## config.mk

```make
export PLATFORM = sky130hd
export DESIGN_NAME = mpu_load_sequencer
export DESIGN_NICKNAME = d
export VERILOG_FILES = /design/src/rtl/global_defs.sv /design/src/rtl/mpu_pkg.sv /design/src/rtl/mpu_index_counter.sv /design/src/rtl/mpu_load_sequencer.sv
export SDC_FILE = /design/constraint.sdc
export NUM_CORES = 1
export LEC_CHECK = 0
export ABC_AREA = 1
export BUFFER_PORTS_ARGS = -buffer_cell sky130_fd_sc_hd__clkbuf_2
export CORE_UTILIZATION = 40
export DETAILED_ROUTE_END_ITERATION = 7
export GPL_ROUTABILITY_DRIVEN = 1
export GPL_TIMING_DRIVEN = 1
export PLACE_DENSITY = 0.69
export SKIP_LAST_GASP = 1
export SLEW_MARGIN = 10
export SYNTH_ARGS = -nofsm -noshare
export SYNTH_HDL_FRONTEND = slang
export SYNTH_SLANG_ARGS = --single-unit
export TNS_END_PERCENT = 5
```

## constraint.sdc

```tcl
create_clock -name clk -period 2.3 [get_ports clk]
set_input_delay 0.115 -clock clk [delete_from_list [all_inputs] [get_ports clk]]
set_output_delay 0.115 -clock clk [all_outputs]
set_load 0.02 [all_outputs]
```

## src/rtl/global_defs.sv

```systemverilog
// Dimension constants shared by the MPU blocks: element width, matrix bounds
// and register-file addressing.
package global_defs;
    localparam int FP              = 32;
    localparam int M               = 4;
    localparam int N               = 4;
    localparam int MBITS           = 2;
    localparam int NBITS           = 2;
    localparam int MATRIX_REG_SIZE = 3;
endpackage

```

## src/rtl/mpu_pkg.sv

```systemverilog
// Shared MPU types.
package mpu_pkg;
    typedef enum logic [1:0] {
        LD_IDLE,
        LD_STREAM,
        LD_DONE
    } load_state_t;
endpackage

```

## src/rtl/mpu_index_counter.sv

```systemverilog
// Row-major (i,j) element counter: clears to (0,0), advances one element per
// enable, and flags when it sits on the final element (i==m, j==n).
module mpu_index_counter
    import global_defs::*;
(
    input  logic             clk,
    input  logic             rst,
    input  logic             clear,
    input  logic             advance,
    input  logic [MBITS:0]   m_bound,
    input  logic [NBITS:0]   n_bound,
    output logic [MBITS:0]   i,
    output logic [NBITS:0]   j,
    output logic             last_out
);

    // NOTE: state registers use non-blocking assignments so every flop samples
    // pre-edge values regardless of process evaluation order.
    always_ff @(posedge clk) begin
        if (rst || clear) begin
            i <= '0;
            j <= '0;
        end else if (advance) begin
            if (j == n_bound) begin
                j <= '0;
                i <= i + (MBITS+1)'(1);
            end else begin
                j <= j + (NBITS+1)'(1);
            end
        end
    end

    assign last_out = (i == m_bound) && (j == n_bound);

endmodule

```

## src/rtl/mpu_load_sequencer.sv

```systemverilog
// Streams a row-major matrix into the MPU register file load port.
// Optional feature: define MPU_LOAD_BOUNDS_CHECK_EN to reject oversized commands.
module mpu_load_sequencer
    import global_defs::*;
    import mpu_pkg::*;
(
    input  logic                       clk,
    input  logic                       rst,
    input  logic                       load_req_in,
    output logic                       load_ready_out,
    input  logic [MATRIX_REG_SIZE-1:0] load_addr_in,
    input  logic [MBITS:0]             load_m_in,
    input  logic [NBITS:0]             load_n_in,
    input  logic                       elem_valid_in,
    output logic                       elem_ready_out,
    input  logic [FP-1:0]              elem_in,
    output logic                       reg_load_en_out,
    output logic [MATRIX_REG_SIZE-1:0] reg_load_addr_out,
    output logic [FP-1:0]              reg_load_element_out,
    output logic [MBITS:0]             reg_i_load_loc_out,
    output logic [NBITS:0]             reg_j_load_loc_out,
    output logic [MBITS:0]             reg_m_size_out,
    output logic [NBITS:0]             reg_n_size_out,
    output logic                       load_complete_out,
    output logic                       load_error_out
);

    load_state_t      state_q, state_d;
    logic             accept, reject, handshake, last;
    logic [MBITS:0]   i_cur;
    logic [NBITS:0]   j_cur;

`ifdef MPU_LOAD_BOUNDS_CHECK_EN
    logic out_of_range;
    assign out_of_range = (load_m_in > (MBITS+1)'(M-1)) || (load_n_in > (NBITS+1)'(N-1));
    assign accept       = load_req_in && load_ready_out && !out_of_range;
    assign reject       = load_req_in && load_ready_out && out_of_range;
`else
    assign accept       = load_req_in && load_ready_out;
    assign reject       = 1'b0;
`endif

    assign handshake = elem_valid_in && elem_ready_out;

    mpu_index_counter u_index (
        .clk      (clk),
        .rst      (rst),
        .clear    (accept),
        .advance  (handshake),
        .m_bound  (reg_m_size_out),
        .n_bound  (reg_n_size_out),
        .i        (i_cur),
        .j        (j_cur),
        .last_out (last)
    );

    // NOTE: next state is defaulted before the case so no path leaves it
    // unassigned, which would otherwise infer a latch.
    always_comb begin
        state_d = state_q;
        case (state_q)
            LD_IDLE:   if (accept) state_d = LD_STREAM;
            LD_STREAM: if (handshake && last) state_d = LD_DONE;
            LD_DONE:   state_d = LD_IDLE;
            default:   state_d = LD_IDLE;
        endcase
    end

    // Readies are registered from the next state so they line up with it.
    always_ff @(posedge clk) begin
        if (rst) begin
            state_q              <= LD_IDLE;
            load_ready_out       <= 1'b1;
            elem_ready_out       <= 1'b0;
            reg_load_en_out      <= 1'b0;
            reg_load_addr_out    <= '0;
            reg_load_element_out <= '0;
            reg_i_load_loc_out   <= '0;
            reg_j_load_loc_out   <= '0;
            reg_m_size_out       <= '0;
            reg_n_size_out       <= '0;
            load_complete_out    <= 1'b0;
            load_error_out       <= 1'b0;
        end else begin
            state_q           <= state_d;
            load_ready_out    <= (state_d == LD_IDLE);
            elem_ready_out    <= (state_d == LD_STREAM);
            reg_load_en_out   <= handshake;
            load_complete_out <= handshake && last;
            load_error_out    <= reject;
            if (accept) begin
                reg_load_addr_out <= load_addr_in;
                reg_m_size_out    <= load_m_in;
                reg_n_size_out    <= load_n_in;
            end
            if (handshake) begin
                reg_load_element_out <= elem_in;
                reg_i_load_loc_out   <= i_cur;
                reg_j_load_loc_out   <= j_cur;
            end
        end
    end

endmodule

```

==> summary.txt, run 1 <==
Status
  • Status: completed

Timing
  • Upper clock frequency limit: about 0.64 GHz
  • Unrepaired setup endpoints after global routing: false
  • Slew margin rel.: 0.591
  • Clock Skews: 0.00697 ns
  • Tmin final: 1.57 ns
  • Max-slew violations: 0
  • Setup TNS: 0 ns
  • Hold Violations, Final: 0
  • Slew at the pin closest to its max-slew limit: 0.612 ns
  • Fin Hold WS: 0.0155 ns
  • Final setup fails: 0
  • Final worst-path cycle share: 0.681

Synth
  • Post-synthesis mux area share: 0
  • Number of synthesized flops with an enable pin: 0
  • Register area share after synthesis: 0.535
  • Compound-Gate Fraction of Synth Area: 0.137
  • Syn Area/Cell: between 7 and 8 um2
  • Synth Flop Type: dfxtp_1
  • Cell with the most instances after synthesis: nor2_1
  • Asr flop ratio synth: 0
  • Synth Register Bits: 59
  • Netlist cell types: 25
  • Net Count, Synth: 324
  • Synth Area in XOR/XNOR: 0.0272
  • Adder-cell share of the synthesized area: 0.0113
  • Yosys warning count: 0
  • Mapped cell area: roughly 0.0022 mm2
  • Top post-synthesis cells by area: dfxtp_1, nor2_1, o21ai_0, nand2_1, a21oi_1
  • Post-synth top area cell: dfxtp_1
  • Post-Synthesis Cells: 277
  • Post-synthesis simple-gate area fraction: 0.227
  • Top-area cell type share of the netlist area: 0.535
  • Top post-synthesis cells by count: nor2_1, dfxtp_1, o21ai_0, nand2_1, a21oi_1
  • Largest family of logic cells by synthesized area: simple AND/OR/NAND/NOR gates

Drt
  • Metal3 WL: 365 um
  • Routed vias: 2020
  • Metal1 wirelength: 2190 um
  • WL final: 4840 um
  • Wire per inst: 10.9 um
  • DR iter-0 viols: just under 70
  • First-pass DRT Iterations: 4
  • Drc violations: 0
  • Vias/cell: 4.54
  • Highest Signal Layer: met4
  • WL met2: 2230 um
  • Remaining antenna violation count: 0

Worst setup path
  • Crit path launch type: flop
  • CP Capture Type: flop
  • CP Class: flop to flop
  • Cell mode on critical path: nor2_1
  • CP max-delay cell: dfxtp_1
  • Reg2Reg Depth: 5
  • Arrival time worst endpoint: approximately 1.8 ns
  • Reg2Reg Setup Slack: 0.73 ns
  • Worst path required time: 2.56 ns
  • Worst-path cell chain: nand2_4 -> inv_2 -> buf_4 -> nor2_1 -> nor2_1
  • Worst r2r src: elem_ready_out$_SDFF_PP0_
  • Worst setup path end: reg_load_element_out[13]$_SDFFE_PP0P_
  • Crit path largest cell delay: 0.37 ns
  • CP Max Fanout: 37
  • R2r endpoint: reg_load_element_out[13]$_SDFFE_PP0P_
  • Crit path from: elem_ready_out$_SDFF_PP0_

Cells and area
  • Final antenna diode count: 0
  • Final Net Count: 417
  • Fill count: 520
  • Proportion of layout cells with a drive suffix above 1: 0.323
  • P&R area growth vs syn: 29.8%
  • Cell area after layout: 0.00286 mm2
  • Post-Layout Cell Count: around 450

Global routing
  • Total GRT Usage: 0.174
  • Initial antenna violation count: 0
  • GR Overflow Total: 0
  • First-pass GRT wire length: approximately 8000 um
  • Vias in the first global route: roughly 1800
  • Largest net degree at the start of global routing: 48

Floorplanning
  • Die width: 76.3 um
  • Core ar.: 0.00520 mm2
  • Die Y: 76.3 um
  • Die Area: 0.00582 mm2
  • Row count: 26
  • I/O Pins: 97
  • Starting Density: 0.424

Power
  • Logic pwr share: 0.154
  • Maximum vdd drop: 0.494 mV
  • Register share of total power: 0.502
  • Switching Power: approximately 0.00065 W
  • Cell Pwr Density: 784 mW/mm2
  • Clock power frac: 0.344
  • Pint: approximately 0.0016 W
  • LEAKAGE: 1.36 nW
  • Sw Share: 0.291
  • Pwr Total: 0.00224 W

Clocking
  • Worst skew pair latency: around 0.34 ns
  • Clock Tree Root: clkbuf_8
  • TritonCTS clock tree: built
  • Clk pin slew, worst setup/hold paths: 0.07 ns
  • Sink Count: just under 60
  • Clock buffer count from CTS: 9
  • H-tree depth: 3
  • Max Root-Sink Buffers: 2

Place
  • Hpwl dp: 3410 um
  • DP Area: ~0.0027 mm2
  • Placed cell count: 428
  • Port-buffer cells: 95
  • RD Place Congestion: roughly 0.8

Run
  • Max_cap viols: 0

Worst hold path
  • WHS Path Cells: 3
  • Worst hold path type: input pin to flop
## cell families (layout without fill, tap and decap cells)
family,count (synthesis),after routing
xor+xnor,6,6
compound gates,60,60
buf+inv,28,126
other cells,1,1
flops,59,59
simple gates,121,121
fa+ha+maj,2,2
## final cells by class
class	count	area (um2)	area share
Sequential cell	59	1180	0.412
Multi-Input combinational cell	190	893	0.312
Timing Repair Buffer	97	493	0.172
Clock buffer	10	128	0.0446
Tap cell	70	87.6	0.0306
Inverter	13	48.8	0.0170
Clock inverter	6	32.5	0.0114
## state kept, by name (all words and copies together), names as in the netlist, 2 cells and up
signal	cells
reg_j_load_loc_out	3
state_q	2
reg_i_load_loc_out	3
reg_load_element_out	32
reg_m_size_out	3
reg_load_addr_out	3
reg_n_size_out	3
u_index.j	3
u_index.i	3
## cell usage in the layout, fill, tap and decap left out, types with 2 or more instances in the layout
master / Yosys / layout
nor2_1: 85 / 85
ha_1: 2 / 2
o21ai_0: 39 / 39
clkbuf_2: 0 / 95
clkinv_2: 0 / 5
nand2_1: 25 / 25
clkbuf_8: 0 / 9
a21oi_1: 13 / 13
o21ai_1: 7 / 7
nand3_1: 3 / 3
xnor2_1: 3 / 3
xor2_1: 2 / 2
inv_2: 4 / 4
inv_1: 9 / 9
dfxtp_1: 59 / 59
nand4_1: 2 / 2
## how the worst min path moves through the flow
stage                                              end             from
CTS                     reg_m_size_out[1]$_SDFFE_PP0P_     load_m_in[1]
global placement     reg_load_addr_out[0]$_SDFFE_PP0P_  load_addr_in[0]
detailed placement   reg_load_addr_out[1]$_SDFFE_PP0P_  load_addr_in[1]
floorplan           reg_j_load_loc_out[0]$_SDFFE_PP0P_              rst
finish                  reg_m_size_out[1]$_SDFFE_PP0P_     load_m_in[1]
global route        reg_j_load_loc_out[0]$_SDFFE_PP0P_              rst
## layer usage
| metal | vias up | track usage |
|---|---|---|
| li1 | 1069 | - |
| met5 | - | 0 |
| met1 | 867 | 0.204 |
| met3 | 9 | 0.0802 |
| met4 | 0 | 0.0519 |
| met2 | 75 | 0.284 |
## critical path: cells and delay by family (launching register included)
family | cells | cell delay [ns]
buffers and inverters | 2 | 0.72
and+or+nand+nor | 3 | 0.39
DFF | 1 | 0.37
## power by group through the flow
stage / clock network, W / registers (W) / logic, W
4_1_cts: 0.000799 / 0.00113 / 0.000349
6_report: 0.000772 / 0.00113 / 0.000346
5_1_grt: 0.000849 / 0.00113 / 0.000385
2_1_floorplan: 0 / 0.00122 / 0.000157
3_3_place_gp: 0 / 0.00115 / 0.000342
3_5_place_dp: 0 / 0.00115 / 0.000347
## stage by stage
stage	util	setup WS [ns]
global placement	0.518	0.789
global route	0.550	0.563
finish	0.550	0.734
detailed placement	0.518	0.751
CTS	0.550	0.735
floorplan	-	1.09
## timing repair
action | CTS | global route
buffers inserted | 0 | 0
hold buffers | 1 | 0
gates resized for setup | 0 | 0
hold endpoints to repair | 1 | 0
(Power assumes the default switching activity.)
==> inputs of run 2 (changes only) <==
Clock period 2.3 ns to 1.5 ns, I/O delays scaled along.
==> summary.txt, run 2 (synthesis gave the netlist of run 1 again) <==
Drt
  • DR iter-0 viols: 69
  • Wire per inst: approximately 11 um
  • Remaining antenna violation count: 0
  • Vias/cell: ~4.5
  • WL final: 5430 um
  • Drc violations: 0
  • First-pass DRT Iterations: 6
  • Routed vias: about 2200

Clocking
  • Clock buffer count from CTS: 9
  • H-tree depth: 3
  • TritonCTS clock tree: built
  • Max Root-Sink Buffers: 2
  • Worst skew pair latency: 0.33 ns
  • Clock Tree Root: clkbuf_8
  • Sink Count: 59
  • Clk pin slew, worst setup/hold paths: 0.07 ns
  • Post_cts resized: 0

Worst setup path
  • Arrival time worst endpoint: ~1.5 ns
  • Crit path largest cell delay: 0.37 ns
  • CP Max Fanout: 21
  • Reg2Reg Depth: 5
  • Worst path required time: 1.76 ns
  • Worst r2r src: elem_ready_out$_SDFF_PP0_
  • Reg2Reg Setup Slack: 0.29 ns
  • Worst-path cell chain: nand2_4 -> inv_2 -> buf_4 -> nor2_1 -> nor2_1
  • Crit path from: elem_ready_out$_SDFF_PP0_
  • CP Capture Type: flop
  • R2r endpoint: reg_load_element_out[7]$_SDFFE_PP0P_
  • Worst setup path end: reg_load_element_out[7]$_SDFFE_PP0P_
  • Cell mode on critical path: nor2_1
  • CP Class: flop to flop
  • CP max-delay cell: dfxtp_1
  • Crit path launch type: flop

Timing
  • Setup TNS: 0 ns
  • Final setup margin: 0.293 ns
  • Final worst-path cycle share: 0.805
  • Final setup fails: 0
  • Max-slew violations: 0
  • Upper clock frequency limit: between 0.8 and 0.9 GHz
  • Tmin final: 1.21 ns
  • Clock Skews: 0.00826 ns
  • Hold Violations, Final: 0
  • Unrepaired setup endpoints after global routing: false
  • Fin Hold WS: between 0.006 and 0.007 ns

Global routing
  • First-pass GRT wire length: between 9000 and 10000 um
  • Vias in the first global route: 2070
  • Largest net degree at the start of global routing: 37
  • GR Overflow Total: 0
  • Initial antenna violation count: 0
  • Total GRT Usage: 0.198

Cells and area
  • Fill count: 468
  • Most frequent cells in the layout: clkbuf_2, nor2_1, dfxtp_1, o21ai_0, dlygate4sd3_1
  • Proportion of layout cells with a drive suffix above 1: 0.310
  • Max FFs per register: 32
  • Final antenna diode count: 0
  • P&R area growth vs syn: 46.9%
  • Area of the multi-input gates: 893 um2
  • Largest Register: reg_load_element_out
  • Layout Utilization: 0.623
  • Commonest non-fill, non-tap cell in the layout: clkbuf_2
  • Flip-flop and latch area: 0.00118 mm2
  • Final Net Count: 448

Worst hold path
  • Worst hold path type: input pin to flop

Run
  • Max_cap viols: 0

Place
  • Hpwl dp: 3430 um
  • Port-buffer cells: 95
  • RD Place Congestion: 0.779
  • Setup Slack @ Placement: 0.275 ns

Power
  • LEAKAGE: 1.53 nW
  • Maximum vdd drop: 0.817 mV
  • Pwr Total: 0.00396 W
  • Cell Pwr Density: 1220 mW/mm2

Floorplanning
  • Starting Density: 0.424
  • Die Area: just under 0.006 mm2
  • I/O Pins: 97
  • Die width: 76.3 um
  • Die Y: 76.3 um
  • Core ar.: 0.00520 mm2
  • Row count: 26

Status
  • Status: completed
==> run 2: cell count changes in the layout (fill, tap and decap cells not counted) <==
cell,previous run,this run
buf_12,0,1
buf_4,1,4
bufinv_16,0,2
clkbuf_1,1,0
clkbuf_8,9,11
clkinv_2,5,3
clkinvlp_4,1,0
dlygate4sd3_1,1,28
==> run 2: how the worst min path moves through the flow <==
| stage | start | end | slack [ns] | cells past startpoint |
|---|---|---|---|---|
| final | elem_in[25] | reg_load_element_out[25]$_SDFFE_PP0P_ | 0.006 | 3 |
| after global routing | elem_in[10] | reg_load_element_out[10]$_SDFFE_PP0P_ | 0.02 | 3 |
| after CTS | elem_in[10] | reg_load_element_out[10]$_SDFFE_PP0P_ | 0.0008 | 3 |
| after detailed placement | load_m_in[1] | reg_m_size_out[1]$_SDFFE_PP0P_ | 0.32 | 3 |
| after global placement | load_addr_in[1] | reg_load_addr_out[1]$_SDFFE_PP0P_ | 0.31 | 3 |
| after floorplan | rst | reg_j_load_loc_out[0]$_SDFFE_PP0P_ | 0.14 | 1 |
==> run 2: power breakdown <==
part	total, W	internal [W]	switching [W]
Combinational	0.000607	0.000249	0.000357
Sequential	0.00173	0.00167	0.0000595
Clock	0.00163	0.00102	0.000612
Total	0.00396	0.00293	0.00103
==> run 2: metal layers <==
metal	global-route usage	up-vias	share of wire	routed length [um]
met1	0.227	952	0.43	2360
met4	0.0865	0	0.017	91
met3	0.0383	8	0.050	270
li1	-	1134	-	-
met2	0.354	70	0.50	2720
met5	0	-	0	0
==> run 2: critical path: cells and delay by family, from the launching register on <==
family | cells | cell delay (ns)
DFF | 1 | 0.37
buffers and inverters | 2 | 0.52
and+or+nand+nor | 3 | 0.24
==> run 2: cell type report <==
type / instances / share of cell area
sequential: 59 / 0.364
multi-input combinational: 190 / 0.275
timing repair buffer: 128 / 0.248
clock buffer: 11 / 0.0467
tap: 70 / 0.0270
clock inverter: 5 / 0.0231
inverter: 13 / 0.0150
==> run 2: through the flow <==
stage          cell area (um2)  instances
6_report                  3240        476
5_1_grt                   3240        476
4_1_cts                   3240        476
3_5_place_dp              2740        432
3_3_place_gp              2740        432
2_1_floorplan             2210        277
==> run 2: timing repair <==
action,CTS,global route
hold endpoints to repair,30,0
buffers inserted,0,0
hold buffers,28,0
endpoints found under the setup margin,0,0
